File: src/rtl/piso_tx_ctrl.sv
// Round-robin transmit controller feeding a 16-bit parallel-in/serial-out shifter.
// Grants one of two requesters, strobes the load, then frames the 16 serial bits.
module piso_tx_ctrl #(
    parameter int GAP_CYCLES = 1
) (
    input  logic        clk,
    input  logic        rst,
    input  logic        en,
    input  logic [1:0]  req,
    input  logic [15:0] data0,
    input  logic [15:0] data1,
    output logic [1:0]  ack,
    output logic        piso_load,
    output logic [15:0] piso_d,
    output logic        frame_valid,
    output logic        sof,
    output logic        eof,
    output logic        owner,
    output logic        busy
);

    typedef enum logic [1:0] {IDLE, LOAD, SHIFT, GAP} state_t;

    localparam logic [3:0] GAP_LAST = 4'(GAP_CYCLES - 1);

    state_t      state_q, state_d;
    logic [3:0]  shift_cnt_q, shift_cnt_d;
    logic [3:0]  gap_cnt_q, gap_cnt_d;
    logic        last_q, last_d;
    logic        owner_q, owner_d;
    logic [15:0] data_q, data_d;
    logic        fv_q, sof_q, eof_q;
    logic        gnt;

    // Both requesting: serve whoever was not served last; otherwise the lone requester.
    assign gnt = (req == 2'b11) ? ~last_q : req[1];

    always_comb begin
        state_d     = state_q;
        shift_cnt_d = shift_cnt_q;
        gap_cnt_d   = gap_cnt_q;
        last_d      = last_q;
        owner_d     = owner_q;
        data_d      = data_q;
        ack         = 2'b00;
        case (state_q)
            IDLE: begin
                if (en && (req != 2'b00) && !rst) begin
                    ack     = gnt ? 2'b10 : 2'b01;
                    owner_d = gnt;
                    last_d  = gnt;
                    data_d  = gnt ? data1 : data0;
                    state_d = LOAD;
                end
            end
            LOAD: begin
                shift_cnt_d = 4'd0;
                state_d     = SHIFT;
            end
            SHIFT: begin
                shift_cnt_d = shift_cnt_q + 4'd1;
                if (shift_cnt_q == 4'd15) begin
                    gap_cnt_d = 4'd0;
                    state_d   = GAP;
                end
            end
            GAP: begin
                gap_cnt_d = gap_cnt_q + 4'd1;
                if (gap_cnt_q == GAP_LAST) state_d = IDLE;
            end
            default: state_d = IDLE;
        endcase
    end

    // Frame flags are registered one cycle behind SHIFT to line up with the
    // shifter's registered serial output.
    always_ff @(posedge clk) begin
        if (rst) begin
            state_q     <= IDLE;
            shift_cnt_q <= 4'd0;
            gap_cnt_q   <= 4'd0;
            last_q      <= 1'b1;
            owner_q     <= 1'b0;
            data_q      <= 16'h0000;
            fv_q        <= 1'b0;
            sof_q       <= 1'b0;
            eof_q       <= 1'b0;
        end else begin
            state_q     <= state_d;
            shift_cnt_q <= shift_cnt_d;
            gap_cnt_q   <= gap_cnt_d;
            last_q      <= last_d;
            owner_q     <= owner_d;
            data_q      <= data_d;
            fv_q        <= (state_q == SHIFT);
            sof_q       <= (state_q == SHIFT) && (shift_cnt_q == 4'd0);
            eof_q       <= (state_q == SHIFT) && (shift_cnt_q == 4'd15);
        end
    end

    assign piso_load   = (state_q == LOAD);
    assign piso_d      = data_q;
    assign frame_valid = fv_q;
    assign sof         = sof_q;
    assign eof         = eof_q;
    assign owner       = owner_q;
    assign busy        = (state_q != IDLE);

endmodule

File: config.mk
export PLATFORM = sky130hd
export DESIGN_NAME = piso_tx_ctrl
export DESIGN_NICKNAME = d
export VERILOG_FILES = /design/src/rtl/piso_tx_ctrl.sv
export SDC_FILE = /design/constraint.sdc
export NUM_CORES = 1
export LEC_CHECK = 0
export BUFFER_PORTS_ARGS = -buffer_cell sky130_fd_sc_hd__buf_2
export CORE_ASPECT_RATIO = 1.2
export CORE_MARGIN = 2
export CORE_UTILIZATION = 45
export CTS_CLUSTER_SIZE = 20
export DETAILED_ROUTE_END_ITERATION = 10
export PLACE_DENSITY = 0.75
export SYNTH_ARGS = -nofsm -noshare
export SYNTH_HDL_FRONTEND = slang
export SYNTH_SLANG_ARGS = --single-unit
File: constraint.sdc
create_clock -name clk -period 2.2 [get_ports clk]
set_clock_uncertainty 0.1 [all_clocks]
set_input_delay 0.11 -clock clk [delete_from_list [all_inputs] [get_ports clk]]
set_output_delay 0.11 -clock clk [all_outputs]
set_load 0.1 [all_outputs]
==> flow_metrics.env, run 1 <==
export IMPL_status="completed"
export IMPL_tightest_slew_ns=0.5756
export IMPL_cts_root_buffer="clkbuf_8"
export IMPL_p_comb_frac=0.484
export IMPL_die_y_um=68.71
export IMPL_seq_area_frac_synth=0.3952
export IMPL_min_path_type="in2reg"
export IMPL_synth_edf_count=0
export IMPL_fin_util=0.6109
export IMPL_track_usage=0.1678
export IMPL_cts_buffers=5
export IMPL_period_needed_ns=2.038
export IMPL_fmax_mhz=490.8
export IMPL_period_share=0.9262
export IMPL_globalRouteOverflowTotal=0
export IMPL_dr_pass1_iters=4
export IMPL_critPathMaxFanout=7
export IMPL_drt_iter0_markers=34
export IMPL_drc=0
export IMPL_post_dp_cell_area_um2=1939
export IMPL_most_common_layout_cells="59 x buf_2, 31 x dfxtp_1, 22 x nor2_1"
export IMPL_die_area_um2=3980
export IMPL_switching_power_mw=1.075
export IMPL_synth_area_per_cell_um2=9.876
export IMPL_io_pins=61
export IMPL_synth_top_area_cell="dfxtp_1"
export IMPL_clk_pin_slew_ns=0.06
export IMPL_portBuffers=60
export IMPL_drive_gt1_frac=0.4170
export IMPL_grt_max_degree=28
export IMPL_wl_per_cell_um=12.62
export IMPL_core_area_um2=3338
export IMPL_maxSlewHeadroom=0.6130
export IMPL_cts_resized_gates=0
export IMPL_syn_nets=204
export IMPL_start_util=0.4704
export IMPL_grt_pass1_wl_mm=5.078
export IMPL_worstSetupPathType="reg2out"
export IMPL_clkSinkCount=31
export IMPL_avgViaCountPerCell=5.204
export IMPL_p_clk_frac=0.215
export IMPL_chipWidth_um=57.93
export IMPL_postRouteAntennaNets=0
export IMPL_max_vdd_ir_drop_mv=0.8794
export IMPL_crit_path_max_incr_delay_ns=0.42
export IMPL_yosysTopAreaCellShare=0.3952
export IMPL_clockBufferDepth=2
export IMPL_end_kind="output pin"
export IMPL_place_hpwl_mm=2.442
export IMPL_final_instance_count_excl_fill=260
export IMPL_cp_common_cell="inv_1"
export IMPL_crit_arrival_ns=1.83
export IMPL_vias=1353
export IMPL_n_antenna_cell=0
export IMPL_crit_chain="inv_1 -> ha_1 -> inv_1 -> nor3_4 -> and2_2 -> buf_12"
export IMPL_slew_viol_final=0
export IMPL_nNetsFinal=267
export IMPL_synth_cells=159
export IMPL_place_inst=252
export IMPL_rows=23
export IMPL_async_flop_share=0
export IMPL_hold_viol_final=0
export IMPL_hold_buffers=0
export IMPL_slowest_stage="nor3_4"
export IMPL_synth_seq_cells=31
export IMPL_netlist_area_um2=1570
export IMPL_post_cts_setup_buffers=0
export IMPL_internal_power_mw=1.164
export IMPL_rsz0062_at_grt="false"
export IMPL_p_total_mw=2.239
export IMPL_setup_viol=0
export IMPL_first_global_vias=1212
export IMPL_postLayoutCellArea_um2=2039
export IMPL_maxCapViolCount=0
export IMPL_worstPathRequired_ns=1.99
export IMPL_swShare=0.4801
export IMPL_yosysWarnings=0
export IMPL_wl_mm=3.280
export IMPL_leakage_nw=0.9226
export IMPL_seqPwrFrac=0.301
export IMPL_synthTopCellsByArea="dfxtp_1 40%, mux2i_1 13%, a211oi_2 9.6%"
export IMPL_synth_flop_cell="dfxtp_1"
export IMPL_synthDistinctLibCells=36
export IMPL_syn2layout_area_growth_pct=29.88
export IMPL_htree_levels=2
export IMPL_p_per_area_nw_per_um2=1098
export IMPL_cts_tree="yes"
export IMPL_antenna_found_initial=0
export IMPL_clk_latency_ns=0.28
export IMPL_place_congestion=0.8343
export IMPL_cp_start_kind="flop"
export IMPL_layout_commonest_cell="buf_2"
power groups by stage:
stage               clock network, mW  logic, mW  registers (mW)
finish                          0.482       1.08           0.674
detailed placement                  0       1.08           0.686
global placement                    0       1.08           0.683
CTS                             0.494       1.09           0.675
global route                    0.516       1.14           0.682
floorplan                           0      0.558            1.04
cells in the mapped netlist (2+ instances only):
master / n
a21oi_1: 4
ha_1: 8
o21ai_0: 4
buf_6: 3
a211oi_2: 12
nor2_2: 2
inv_1: 11
a211oi_1: 5
nor2_1: 22
a32o_1: 2
dfxtp_1: 31
nand3_1: 4
clkbuf_1: 3
nand2_1: 5
buf_2: 2
mux2i_1: 20
and3_1: 2
logic make-up (layout without fill, tap and decap cells):
kind of cell,count (synthesis),after routing,share of synthesized area
compound gates,35,35,0.1976
mux,21,21,0.1347
flops,31,31,0.3952
fa+ha+maj,8,8,0.06375
simple gates,44,44,0.1426
buf+inv,20,84,0.06614
registers in the layout, summed over array words and instances, names as in the netlist:
signal       flops
eof              1
frame_valid      1
gap_cnt_q        4
last_q           1
owner            1
piso_d          16
shift_cnt_q      4
sof              1
state_q          2
path summary, 6_finish.rpt:
path,from,to,slack [ns],depth (start not counted)
max,state_q[1],ack[1],0.16,6
min,data0[0],piso_d[0],0.07,3
max reg2reg,state_q[1],owner,0.39,7
min reg2reg,gap_cnt_q[0],gap_cnt_q[0],0.39,2
critical path: cells and delay by family, from the launching register on:
kind,cells,cell delay (ns)
AND/OR/NAND/NOR,2,0.66
adder cells (fa/ha/maj),1,0.17
flip-flops,1,0.33
buffers and inverters,3,0.38
routing by layer:
layer  routed length [um]  global-route usage  part of all wire
met5                    0                   0                 0
met3                  221             0.04851             0.067
met1                 1392              0.1844              0.42
met4                   62             0.08721             0.019
met2                 1603              0.2940              0.49
per-stage QoR:
stage,setup TNS (ns),setup WS (ns),hold WS [ns]
floorplan,-0.3035,-0.1840,0.2011
global placement,0,0.4403,0.3562
detailed placement,0,0.3950,0.3630
CTS,0,0.1423,0.06786
global route,0,0.02755,0.09108
finish,0,0.1623,0.06747
final cells by class:
| class | instances | area (um2) |
|---|---|---|
| repair buffers | 65 | 365.4 |
| fillers | 289 | 1299 |
| multi-input cells | 108 | 865.8 |
| inverters | 11 | 41.29 |
| clock buffers | 8 | 100.1 |
| well taps | 37 | 46.29 |
| flip-flops and latches | 31 | 620.6 |
No activity file was read; power rests on OpenSTA's default activity.
==> run 2: changes to the inputs <==
--- a/config.mk
+++ b/config.mk
@@ -6,4 +6,5 @@
 export NUM_CORES = 1
 export LEC_CHECK = 0
+export ABC_AREA = 1
 export BUFFER_PORTS_ARGS = -buffer_cell sky130_fd_sc_hd__buf_2
 export CORE_ASPECT_RATIO = 1.2
--- a/constraint.sdc
+++ b/constraint.sdc
@@ -3,3 +3,3 @@
 set_input_delay 0.11 -clock clk [delete_from_list [all_inputs] [get_ports clk]]
 set_output_delay 0.11 -clock clk [all_outputs]
-set_load 0.1 [all_outputs]
+set_load 0.02 [all_outputs]
==> run 2 against run 1 <==
Cell count up 27%. Sequential power up 2%. Critical path depth up 1. Global-route usage up 3.2 points. Design area down 2.7%.
==> flow_metrics.env, run 2 <==
export IMPL_status="completed"
export IMPL_cts_root_buffer="clkbuf_8"
export IMPL_drive_gt1_frac=0.2705
export IMPL_switching_power_uw=631.8
export IMPL_clockBufferDepth=2
export IMPL_drc=0
export IMPL_fill_cells=332
export IMPL_synthTopCellsByArea="dfxtp_1 40%, nand2_1 17%, nor2_1 11%"
export IMPL_yosysWarnings=0
export IMPL_die_area_um2=3968
export IMPL_timing_rr_start="state_q[1]"
export IMPL_wl_mm=3.454
export IMPL_postLayoutCellArea_um2=1984
export IMPL_syn2layout_area_growth_pct=26.78
export IMPL_globalRouteOverflowTotal=0
export IMPL_yosysTopAreaCellShare=0.3965
export IMPL_crit_buf_inv=4
export IMPL_p_comb_frac=0.326
export IMPL_post_cts_setup_buffers=0
export IMPL_synth_seq_cells=31
export IMPL_synthDistinctLibCells=26
export IMPL_rr_endpoint="owner"
export IMPL_clkSinkCount=31
export IMPL_cts_buffers=5
export IMPL_synth_area_per_cell_um2=6.895
export IMPL_r2r_cells=7
export IMPL_max_vdd_ir_drop_mv=0.5971
export IMPL_nNetsFinal=336
export IMPL_htree_levels=2
export IMPL_largest_register_ffs=16
export IMPL_hold_buffers=1
export IMPL_swShare=0.3590
export IMPL_crit_path_max_incr_delay_ns=0.33
export IMPL_synth_top_area_cell="dfxtp_1"
export IMPL_track_usage=0.1996
export IMPL_grt_most_used_layer="met2"
export IMPL_avgViaCountPerCell=4.696
export IMPL_met1_usage=0.2009
export IMPL_worstPathRequired_ns=1.99
export IMPL_start_util=0.4689
export IMPL_seqPwrFrac=0.391
export IMPL_clk_pin_slew_ns=0.06
export IMPL_use_met3=0.05970
export IMPL_internal_power_mw=1.128
export IMPL_seq_area_frac_synth=0.3965
export IMPL_r2r_setup_slack_ns=0.64
export IMPL_min_path_type="in2reg"
export IMPL_cts_tree="yes"
export IMPL_core_area_um2=3338
export IMPL_cp_common_cell="inv_1"
export IMPL_synth_top_cells_by_count="71 x nand2_1, 45 x nor2_1, 31 x dfxtp_1, 19 x o21ai_0, 16 x inv_1"
export IMPL_cp_start_kind="flop"
export IMPL_synth_flop_cell="dfxtp_1"
export IMPL_setup_viol=0
export IMPL_fin_tns_setup_ns=0
export IMPL_n_antenna_cell=0
export IMPL_min_path_cells=5
export IMPL_chipWidth_um=57.84
export IMPL_maxSlewHeadroom=0.8020
export IMPL_synth_edf_count=0
export IMPL_whs_endpoint="piso_d[12]"
export IMPL_clk_latency_ns=0.29
export IMPL_cts_resized_gates=0
export IMPL_place_hpwl_mm=2.581
export IMPL_synth_cells=227
export IMPL_period_needed_ns=1.969
export IMPL_die_y_um=68.61
export IMPL_critPathMaxFanout=19
export IMPL_vias=1545
export IMPL_leakage_nw=1.062
export IMPL_netlist_area_um2=1565
export IMPL_antenna_found_initial=0
export IMPL_grt_use_met2=0.3622
export IMPL_worstSetupPathType="reg2out"
export IMPL_async_flop_share=0
export IMPL_fmax_mhz=507.9
export IMPL_drt_iter0_markers=74
export IMPL_maxCapViolCount=0
export IMPL_dr_pass1_iters=4
export IMPL_crit_arrival_ns=1.76
export IMPL_slowest_stage="dfxtp_1"
export IMPL_layout_commonest_cell="nand2_1"
export IMPL_portBuffers=60
export IMPL_crit_chain="inv_1 -> ha_1 -> inv_1 -> nor2_8 -> inv_4 -> nor2_1 -> buf_2"
export IMPL_postRouteAntennaNets=0
export IMPL_syn_nets=272
export IMPL_wl_per_cell_um=10.50
export IMPL_rsz0062_at_grt="false"
export IMPL_tightest_slew_ns=0.2967
export IMPL_holdCritStartpoint="data0[12]"
export IMPL_io_pins=61
export IMPL_place_congestion=0.7497
export IMPL_critical_path_top_delay_family="buffers and inverters"
export IMPL_p_clk_frac=0.283
export IMPL_grt_max_degree=20
export IMPL_hold_viol_final=0
export IMPL_post_dp_cell_area_um2=1874
export IMPL_period_share=0.8950
export IMPL_end_kind="output pin"
export IMPL_rows=23
export IMPL_yosysMostFrequentCell="nand2_1"
export IMPL_slew_viol_final=0
export IMPL_grt_pass1_wl_mm=5.982
export IMPL_first_global_vias=1540
export IMPL_most_common_layout_cells="71 x nand2_1, 60 x buf_2, 45 x nor2_1"
export IMPL_fin_util=0.5945
export IMPL_p_per_area_nw_per_um2=886.9
-- run 2: cell count changes in the layout (fill, tap and decap cells not counted), sizes merged, moves of 2 or more --
cell,delta
a32o,-2
a21oi,+4
buf,-3
mux2i,-20
nand2b,-2
nand2,+67
nor2,+26
o21ai,+15
inv,+8
a211oi,-16
-- run 2: power by group through the flow --
| stage | logic [mW] | clock network [mW] | registers (mW) |
|---|---|---|---|
| CTS | 0.583 | 0.506 | 0.688 |
| finish | 0.574 | 0.498 | 0.687 |
| global placement | 0.570 | 0 | 0.698 |
| global route | 0.642 | 0.531 | 0.700 |
| detailed placement | 0.579 | 0 | 0.699 |
| floorplan | 0.343 | 0 | 0.769 |
-- run 2: area by class of cell --
cell class / count / area (um2) / share of cell area
sequential: 31 / 620.6 / 0.3127
tap: 37 / 46.29 / 0.02333
clock buffer: 8 / 100.1 / 0.05044
timing repair buffer: 63 / 325.3 / 0.1639
multi-input combinational: 171 / 818.3 / 0.4124
inverter: 19 / 73.82 / 0.03720
-- run 2: per-layer routing --
| metal | routed length [um] | up-vias |
|---|---|---|
| met5 | 0 | - |
| met4 | 65 | 0 |
| met3 | 256 | 7 |
| met2 | 1710 | 44 |
| met1 | 1421 | 656 |
| li1 | - | 838 |
-- run 2: stage by stage --
stage               power (mW)  setup slack (ns)  std cells  hold WS (ns)
floorplan                1.112            0.5784        227       0.07907
global placement         1.268            0.5933        320        0.2774
finish                   1.760            0.2310        329       0.01625
CTS                      1.778            0.2045        329      0.007850
global route             1.873           0.08934        329       0.02669
detailed placement       1.278            0.5426        320        0.2830
-- run 2: cell families (layout without fill, tap and decap cells) --
logic type | count (synthesis) | count (layout) | synth area share
AOI/OAI and AO/OA | 31 | 31 | 0.1111
xor gates and xnor gates | 1 | 1 | 0.005597
adders and majority gates | 8 | 8 | 0.06395
buffers and inverters | 25 | 90 | 0.08074
DFF | 31 | 31 | 0.3965
and+or+nand+nor | 131 | 131 | 0.3421
-- run 2: worst min-delay path, cell delays in order --
cell	delay, ns
buf_2	0.07
nand2_1	0.04
nand2_1	0.05
nor2_1	0.03
nor2_1	0.06
-- run 2: how the worst max path moves through the flow --
stage	start	end	slack [ns]	cells after the start
CTS	state_q[1]	ack[0]	0.20	7
global placement	state_q[0]	ack[0]	0.59	7
global route	state_q[1]	ack[0]	0.09	7
finish	state_q[1]	ack[0]	0.23	7
floorplan	state_q[0]	owner	0.58	7
detailed placement	state_q[1]	ack[0]	0.54	7
